$ cat src/rtl/uart_pkg.sv
// rtl/uart_pkg.sv - shared UART state type and bit-timing helper
package uart_pkg;

    typedef enum logic [2:0] {
        IDLE,
        START,
        DATA,
        PARITY,
        STOP
    } uart_state_t;

    function automatic int cycles_per_bit(input int clk_fre, input int baud_rate);
        return (clk_fre * 1000000) / baud_rate;
    endfunction

endpackage

$ cat src/rtl/uart_tx.sv
// rtl/uart_tx.sv - UART serializer: FSM, shift register, bit timer; parity via UART_OUTPUT_PARITY_EN
module uart_tx
    import uart_pkg::*;
#(
    parameter int CLK_FRE   = 50,
    parameter int BAUD_RATE = 115200
) (
    input  logic       clk,
    input  logic       rst_n,
    input  logic [7:0] tx_byte,
    input  logic       tx_byte_valid,
    output logic       tx_byte_ready,
    output logic       tx,
    output logic       busy
);

    localparam int CPB = cycles_per_bit(CLK_FRE, BAUD_RATE);
    localparam int CW  = $clog2(CPB + 1);

    uart_state_t state, state_nxt;
    logic [CW-1:0] cyc_cnt;
    logic [2:0]    bit_cnt;
    logic [7:0]    shift;
    logic          parity;
    logic          bit_end;
    logic          load;
    logic          tx_nxt;

    assign bit_end = (cyc_cnt == CW'(CPB - 1));
    assign load    = tx_byte_valid && tx_byte_ready;
    assign busy    = (state != IDLE);

    always_ff @(posedge clk or negedge rst_n) begin
        if (!rst_n) begin
            state <= IDLE;
        end else begin
            state <= state_nxt;
        end
    end

    // A new byte is only taken from IDLE or on the final cycle of STOP, so frames chain without a gap.
    always_comb begin
        state_nxt     = state;
        tx_nxt        = 1'b1;
        tx_byte_ready = 1'b0;
        case (state)
            IDLE: begin
                tx_byte_ready = 1'b1;
                if (tx_byte_valid) state_nxt = START;
            end
            START: begin
                tx_nxt = 1'b0;
                if (bit_end) state_nxt = DATA;
            end
            DATA: begin
                tx_nxt = shift[0];
                if (bit_end && bit_cnt == 3'd7) begin
`ifdef UART_OUTPUT_PARITY_EN
                    state_nxt = PARITY;
`else
                    state_nxt = STOP;
`endif
                end
            end
            PARITY: begin
                tx_nxt = parity;
                if (bit_end) state_nxt = STOP;
            end
            STOP: begin
                tx_byte_ready = bit_end;
                if (bit_end) state_nxt = tx_byte_valid ? START : IDLE;
            end
            default: state_nxt = IDLE;
        endcase
    end

    // The line is registered, so it trails the state by one clock for every bit alike.
    always_ff @(posedge clk or negedge rst_n) begin
        if (!rst_n) begin
            tx      <= 1'b1;
            cyc_cnt <= '0;
            bit_cnt <= '0;
            shift   <= '0;
            parity  <= 1'b0;
        end else begin
            tx <= tx_nxt;
            if (load) begin
                shift  <= tx_byte;
                parity <= ^tx_byte;
            end else if (state == DATA && bit_end) begin
                shift <= {1'b0, shift[7:1]};
            end
            if (state == IDLE || bit_end) begin
                cyc_cnt <= '0;
            end else begin
                cyc_cnt <= cyc_cnt + CW'(1);
            end
            if (state == DATA && bit_end) begin
                bit_cnt <= bit_cnt + 3'd1;
            end
        end
    end

endmodule

$ cat src/rtl/uart_output.sv
// rtl/uart_output.sv - UART transmit path: byte FIFO feeding uart_tx; parity via UART_OUTPUT_PARITY_EN
module uart_output #(
    parameter int CLK_FRE    = 50,
    parameter int BAUD_RATE  = 115200,
    parameter int FIFO_DEPTH = 4
) (
    input  logic       clk,
    input  logic       rst_n,
    input  logic [7:0] uart_byte,
    input  logic       uart_byte_valid,
    output logic       uart_byte_ready,
    output logic       uart_tx,
    output logic       tx_busy
);

    localparam int AW = $clog2(FIFO_DEPTH);

    logic [7:0] mem [FIFO_DEPTH];
    logic [AW:0] wr_ptr, rd_ptr;
    logic        full, empty, push, pop;
    logic        ready_en, ser_ready, ser_busy, fifo_valid;

    assign empty           = (wr_ptr == rd_ptr);
    assign full            = (wr_ptr[AW] != rd_ptr[AW]) && (wr_ptr[AW-1:0] == rd_ptr[AW-1:0]);
    assign fifo_valid      = !empty;
    assign uart_byte_ready = ready_en && !full;
    assign push            = uart_byte_valid && uart_byte_ready;
    assign pop             = fifo_valid && ser_ready;
    assign tx_busy         = fifo_valid || ser_busy;

    // ready_en holds acceptance off until the first edge after reset release.
    always_ff @(posedge clk or negedge rst_n) begin
        if (!rst_n) begin
            ready_en <= 1'b0;
            wr_ptr   <= '0;
            rd_ptr   <= '0;
        end else begin
            ready_en <= 1'b1;
            if (push) wr_ptr <= wr_ptr + 1'b1;
            if (pop)  rd_ptr <= rd_ptr + 1'b1;
        end
    end

    always_ff @(posedge clk) begin
        if (push) mem[wr_ptr[AW-1:0]] <= uart_byte;
    end

    uart_tx #(
        .CLK_FRE   (CLK_FRE),
        .BAUD_RATE (BAUD_RATE)
    ) u_tx (
        .clk           (clk),
        .rst_n         (rst_n),
        .tx_byte       (mem[rd_ptr[AW-1:0]]),
        .tx_byte_valid (fifo_valid),
        .tx_byte_ready (ser_ready),
        .tx            (uart_tx),
        .busy          (ser_busy)
    );

endmodule

$ cat config.mk
export PLATFORM = sky130hd
export DESIGN_NAME = uart_output
export DESIGN_NICKNAME = d
export VERILOG_FILES = /design/src/rtl/uart_pkg.sv /design/src/rtl/uart_tx.sv /design/src/rtl/uart_output.sv
export SDC_FILE = /design/constraint.sdc
export NUM_CORES = 1
export LEC_CHECK = 0
export CORE_MARGIN = 5
export CORE_UTILIZATION = 51
export DETAILED_ROUTE_END_ITERATION = 8
export GPL_ROUTABILITY_DRIVEN = 0
export PLACE_DENSITY = 0.69
export SKIP_CTS_REPAIR_TIMING = 1
export SLEW_MARGIN = 20
export SYNTH_ARGS = -nofsm -noshare
export SYNTH_HDL_FRONTEND = slang
export SYNTH_SLANG_ARGS = --single-unit
$ cat constraint.sdc
create_clock -name clk -period 3.93 [get_ports clk]
set_input_delay 0.393 -clock clk [delete_from_list [all_inputs] [get_ports clk]]
set_output_delay 0.393 -clock clk [all_outputs]
set_load 0.01 [all_outputs]
==> results of run 1 <==
==> power by group <==
group | internal, mW | leakage [nW] | switching [mW]
registers | 0.871 | 0.691 | 0.159
clock network | 0.357 | 0.103 | 0.248
logic | 0.362 | 0.434 | 0.325
total | 1.59 | 1.23 | 0.733
==> cells by family after synthesis <==
family / after synthesis / synth area share, %
flip-flops: 64 / 63.1
multiplexers: 18 / 10.2
AND/OR/NAND/NOR: 47 / 8.20
buffers and inverters: 12 / 2.24
adder cells (fa/ha/maj): 9 / 4.03
XOR/XNOR: 21 / 6.86
other: 1 / 0.134
AO/OA/AOI/OAI: 20 / 5.20
==> placed cells by master, fill, tap and decap left out, types with 4 or more instances in the layout <==
cell / instances
xnor2_1: 11
edfxtp_1: 32
mux2_2: 4
ha_1: 9
mux2i_1: 6
nor2_1: 13
clkbuf_8: 9
o21ai_0: 6
and3_1: 5
clkdlybuf4s50_1: 13
inv_1: 4
xor2_1: 9
dfrtp_1: 31
nand2_1: 15
mux4_2: 8
==> sequential cells by signal, indices dropped and copies added (netlist names) <==
register / count
mem: 32
rd_ptr: 3
ready_en: 1
u_tx.bit_cnt: 3
u_tx.cyc_cnt: 9
u_tx.parity: 1
u_tx.shift: 8
u_tx.state: 3
u_tx.tx: 1
wr_ptr: 3
==> metrics by stage <==
step,util [%],cells
finish,59.3,287
global route,59.3,287
CTS,59.2,287
detailed placement,55.1,271
global placement,55.1,271
floorplan,-,192
==> layout make-up <==
cell class / count / area, µm²
Timing Repair Buffer: 15 / 145
Sequential cell: 64 / 1760
Inverter: 4 / 15.0
Tap cell: 72 / 90.1
Clock inverter: 7 / 96.3
Fill cell: 431 / 2200
Clock buffer: 9 / 124
Multi-Input combinational cell: 116 / 972
==> routing by layer <==
metal,track usage [%],vias to the layer above,wire length [µm]
met4,7.89,0,89
li1,-,724,-
met1,18.1,758,1890
met5,0,-,0
met2,22.6,30,2140
met3,3.85,8,209
==> worst paths after layout <==
kind                                   endpoint  slack [ns]  depth (start not counted)
worst max-delay path            uart_byte_ready        1.03                          4
worst min-delay path              u_tx.state[1]        0.46                          2
worst max register to register    u_tx.shift[0]        1.10                          5
worst min register to register        wr_ptr[2]        0.49                          1
max in group asynchronous               u_tx.tx        3.15                          2
min in group clk                      wr_ptr[2]        0.49                          1
==> load_flow_metrics.sql, run 1 <==
INSERT INTO impl_metrics (metric_group, metric, value, unit) VALUES
('setup_path', 'critPathArrivalTime', '2.51', 'ns'),
('synthesis', 'synth_most_common_cell', 'edfxtp_1', ''),
('job', 'timing.max_cap.violations', '0', ''),
('clock_tree', 'cts-htree-levels', '3', ''),
('status', 'run_status', 'completed', ''),
('setup_path', 'critical_path.cell_chain', 'xor2_1 > nor2_1 > a21boi_0 > clkdlybuf4s50_1', ''),
('drt', 'number_of_nets_with_antenna_violations_after_detailed_routing', '0', ''),
('power_and_ir_drop', 'pwr_density_cell', '725', 'nW/µm²'),
('clock_tree', 'ctsLongestPathBuffers', '2', ''),
('sta', 'setup_tns', '0', 'ns'),
('hold_path', 'timing.hold.worst.class', 'in2async', ''),
('global_route', 'grt_antenna_before_repair', '0', ''),
('setup_path', 'critPathMaxStageDelay', '0.74', 'ns'),
('placement', 'port-buffer-count', '13', ''),
('synthesis', 'synthesis.instances', '192', ''),
('finish', 'antenna-diode-count', '0', ''),
('synthesis', 'synthDominantAreaCellType', 'edfxtp_1', ''),
('drt', 'post_drt_via_cell_ratio', '5.30', ''),
('die', 'ios', '14', ''),
('placement', 'hpwl', '3010', 'µm'),
('synthesis', 'synth_commonest_cells', '32 x edfxtp_1, 31 x dfrtp_1, 15 x nand2_1', ''),
('placement', 'place_area', '2980', 'µm²'),
('synthesis', 'ys_ff_latch', '64', ''),
('synthesis', 'asyncSetResetFlopFracSynth', '50.0', '%'),
('synthesis', 'synth-seq-area-share', '63.1', '%'),
('finish', 'drive_above_1_share', '16.7', '%'),
('drt', 'vias', '1520', ''),
('synthesis', 'synthDistinctLibCells', '37', ''),
('placement', 'place_worst_setup_slack', '1.12', 'ns'),
('sta', 'timing_worst_slew_pin_value', '0.923', 'ns'),
('drt', 'post-route-drc-count', '0', ''),
('global_route', 'globalRouteTotalUtil', '14.4', '%'),
('clock_tree', 'clock_sink_count', '64', ''),
('clock_tree', 'clk_pin_slew_worst_paths', '0.07', 'ns'),
('setup_path', 'critical_path.startpoint', 'rd_ptr[0]', ''),
('clock_tree', 'clockRootBuffer', 'clkbuf_8', ''),
('sta', 'max_clock_freq', '344', 'MHz'),
('die', 'die_area', '7060', 'µm²'),
('finish', 'fin_nets', '230', ''),
('setup_path', 'crit_path_top_delay_cell', 'dfrtp_1', ''),
('sta', 'worst_clock_skew', '0.00583', 'ns'),
('setup_path', 'critical_path.startpoint_type', 'flip-flop', ''),
('global_route', 'globalRoute.totalOverflow', '0', ''),
('synthesis', 'synth-edff-count', '32', ''),
('setup_path', 'timing.setup.critical_path_class', 'reg2out', ''),
('power_and_ir_drop', 'power.total', '2.32', 'mW'),
('sta', 'max_slew_margin', '38.1', '%'),
('die', 'fp.dieH', '84', 'µm'),
('setup_path', 'crit_path_end_kind', 'output pin', ''),
('synthesis', 'netlist.area_leader.share', '34.4', '%'),
('power_and_ir_drop', 'leakagePower', '1.23', 'nW'),
('setup_path', 'timing.critical_path.required', '3.54', 'ns'),
('drt', 'drt-initial-drc-count', '101', ''),
('sta', 'setup_violations', '0', ''),
('setup_path', 'critical_path_s_top_delay_family', 'flip-flops', ''),
('sta', 'min_period_over_period', '73.9', '%'),
('clock_tree', 'clock_tree_from_tritoncts', 'built', ''),
('sta', 'timing.final.ws_setup', '1.03', 'ns'),
('clock_tree', 'worst_skew_pair_latency', '0.33', 'ns'),
('global_route', 'pin_count_of_the_biggest_net_entering_global_routing', '33', ''),
('power_and_ir_drop', 'worst_ir_drop_vdd', '0.000399', 'V'),
('sta', 'hold_violations', '0', ''),
('drt', 'drt-pass1-iter-count', '5', ''),
('sta', 'hold-worst-slack', '0.455', 'ns'),
('finish', 'area_growth', '14.8', '%'),
('die', 'core-area', '5410', 'µm²'),
('die', 'floorplan.initialDensity', '51.7', '%'),
('synthesis', 'dominantRegCellSynth', 'edfxtp_1', ''),
('die', 'core.rowCount', '27', ''),
('sta', 'report.final.slew_viol_count', '0', ''),
('global_route', 'first_global_vias', '1587', '');
(Power assumes the default switching activity.)
==> run 2: changes to the inputs <==
PLACE_DENSITY = 0.72   (was 0.69)
clock period = 2.45 ns   (was 3.93 ns; I/O delays follow)
==> run 2 against run 1 <==
Sequential power increased by 55%. Register-to-register slack got worse by 0.99 ns. Non-clock buffer count increased by 11. Critical path type is now reg2reg. Critical endpoint is now u_tx.shift[1]. Largest cell class unchanged. Largest power group unchanged. Highest routed layer unchanged.
==> load_flow_metrics.sql, run 2 (synthesis gave the netlist of run 1 again) <==
INSERT INTO impl_metrics (metric_group, metric, value, unit) VALUES
('setup_path', 'timing.setup.critical_path_class', 'reg2reg', ''),
('power_and_ir_drop', 'worst_ir_drop_vdd', '0.000813', 'V'),
('setup_path', 'crit_path_top_delay_cell', 'or4b_1', ''),
('drt', 'number_of_nets_with_antenna_violations_after_detailed_routing', '0', ''),
('setup_path', 'cp.buffers_inverters', '2', ''),
('finish', 'fin_nets', '241', ''),
('finish', 'antenna-diode-count', '0', ''),
('setup_path', 'critical_path.cell_chain', 'or4b_1 > or3_4 > buf_4 > nor3_2 > buf_6 > mux2i_1 > o21ai_0', ''),
('power_and_ir_drop', 'leakagePower', '1.27', 'nW'),
('sta', 'setup_repair_after_global_routing_missed_its_margin', 'no', ''),
('sta', 'timing.final.ws_setup', '0.113', 'ns'),
('die', 'core-area', '5410', 'µm²'),
('drt', 'dr_wl_met3', '183', 'µm'),
('global_route', 'grt_first_pass_wirelength', '7670', 'µm'),
('setup_path', 'crit_cells', '7', ''),
('clock_tree', 'clock_tree_from_tritoncts', 'built', ''),
('drt', 'routed_wl', '4530', 'µm'),
('finish', 'final_common_cell', 'edfxtp_1', ''),
('finish', 'layout.cells.most_common_list', '32 x edfxtp_1, 30 x dfrtp_1, 15 x nand2_1', ''),
('drt', 'vias', '1547', ''),
('clock_tree', 'tritoncts.num_buffers', '9', ''),
('drt', 'route.layer.met1.wl', '2000', 'µm'),
('die', 'ios', '14', ''),
('setup_path', 'critical_path_s_top_delay_family', 'simple AND/OR/NAND/NOR gates', ''),
('sta', 'setup_violations', '0', ''),
('setup_path', 'timing.critical_path.fanout_max', '9', ''),
('placement', 'port-buffer-count', '13', ''),
('placement', 'place_worst_setup_slack', '0.0206', 'ns'),
('placement', 'placedCellCount', '280', ''),
('job', 'timing.max_cap.violations', '0', ''),
('die', 'dieWidth', '84', 'µm'),
('global_route', 'grt_antenna_before_repair', '0', ''),
('finish', 'flip_flop_count_of_the_largest_register_after_layout', '32', ''),
('drt', 'routed_wire_length_per_instance', '15.2', 'µm'),
('global_route', 'first_global_vias', '1651', ''),
('setup_path', 'timing.critical_path.required', '2.66', 'ns'),
('power_and_ir_drop', 'pwr_density_cell', '1120', 'nW/µm²'),
('global_route', 'globalRoute.totalOverflow', '0', ''),
('die', 'fp.dieH', '84', 'µm'),
('sta', 'hold_violations', '0', ''),
('die', 'floorplan.initialDensity', '51.7', '%'),
('die', 'die_area', '7060', 'µm²'),
('placement', 'place_area', '3060', 'µm²'),
('setup_path', 'critPathMaxStageDelay', '0.53', 'ns'),
('setup_path', 'critPathArrivalTime', '2.54', 'ns'),
('drt', 'drt-initial-drc-count', '125', ''),
('finish', 'drive_above_1_share', '21.2', '%'),
('sta', 'hold-worst-slack', '0.299', 'ns'),
('power_and_ir_drop', 'power.total', '3.66', 'mW'),
('sta', 'report.final.slew_viol_count', '0', ''),
('hold_path', 'timing.hold.worst.class', 'in2async', ''),
('setup_path', 'number_of_cells_traversed_by_the_worst_register_to_register_path', '7', ''),
('finish', 'area_growth', '16.6', '%'),
('sta', 'worst_clock_skew', '0.00737', 'ns'),
('die', 'core.rowCount', '27', ''),
('drt', 'route.top_layer_used', 'met4', ''),
('clock_tree', 'worst_skew_pair_latency', '0.33', 'ns'),
('sta', 'min_period_over_period', '95.4', '%'),
('sta', 'max_slew_margin', '35.1', '%'),
('setup_path', 'crit_path_end_kind', 'flip-flop', ''),
('clock_tree', 'cts-htree-levels', '3', ''),
('sta', 'final.min_clock_period', '2.34', 'ns'),
('finish', 'postLayoutCellArea', '3260', 'µm²'),
('drt', 'post_drt_via_cell_ratio', '5.19', ''),
('sta', 'timing_worst_slew_pin_value', '0.965', 'ns'),
('clock_tree', 'clock_sink_count', '64', ''),
('sta', 'setup_tns', '0', 'ns'),
('placement', 'hpwl', '3190', 'µm'),
('sta', 'max_clock_freq', '428', 'MHz'),
('finish', 'instances_no_fill', '298', ''),
('drt', 'drt-pass1-iter-count', '4', ''),
('clock_tree', 'ctsLongestPathBuffers', '2', ''),
('clock_tree', 'clk_pin_slew_worst_paths', '0.07', 'ns'),
('clock_tree', 'clockRootBuffer', 'clkbuf_8', ''),
('global_route', 'globalRouteTotalUtil', '14.2', '%'),
('drt', 'met2_length', '2270', 'µm'),
('finish', 'share_of_the_core_filled_with_cells', '60.3', '%'),
('global_route', 'pin_count_of_the_biggest_net_entering_global_routing', '33', ''),
('setup_path', 'critical_path.startpoint_type', 'flip-flop', ''),
('status', 'run_status', 'completed', ''),
('drt', 'post-route-drc-count', '0', '');
run 2: cell count changes in the layout (fill, tap and decap cells not counted), sizes merged:
| cell | previous run | this run |
|---|---|---|
| buf | 2 | 13 |
| bufinv | 2 | 0 |
| clkinv | 3 | 5 |
| clkinvlp | 2 | 1 |
| inv | 4 | 5 |
run 2: power by group:
group / internal [mW] / leakage, nW / switching [mW] / total (mW)
clock: 0.366 / 0.0870 / 0.405 / 0.771
sequential: 1.40 / 0.690 / 0.204 / 1.60
combinational: 0.681 / 0.493 / 0.608 / 1.29
run 2: layout make-up:
cell class                      count  area, µm²
Sequential cell                    64       1760
Clock inverter                      7       47.5
Inverter                            4       15.0
Clock buffer                        9        124
Tap cell                           72       90.1
Timing Repair Buffer               26        244
Multi-Input combinational cell    116        972
Fill cell                         416       2150
run 2: path summary, 6_finish.rpt:
path	slack, ns	from	endpoint
min reg2reg	0.47	u_tx.bit_cnt[0]	u_tx.bit_cnt[0]
max reg2reg	0.11	u_tx.cyc_cnt[3]	u_tx.shift[1]
min in group clk	0.47	u_tx.bit_cnt[0]	u_tx.bit_cnt[0]
max in group asynchronous	1.83	rst_n	u_tx.tx
max	0.11	u_tx.cyc_cnt[3]	u_tx.shift[1]
min	0.30	rst_n	u_tx.cyc_cnt[7]
run 2: per-layer routing:
layer | vias up | GRT usage, %
li1 | 748 | -
met1 | 752 | 17.7
met2 | 37 | 23.3
met3 | 10 | 4.05
met4 | 0 | 5.56
met5 | - | 0
run 2: worst register-to-register path: stages, from the launching register on:
cell	delay, ns
dfrtp_1	0.39
or4b_1	0.53
or3_4	0.42
buf_4	0.17
nor3_2	0.21
buf_6	0.18
mux2i_1	0.22
o21ai_0	0.10
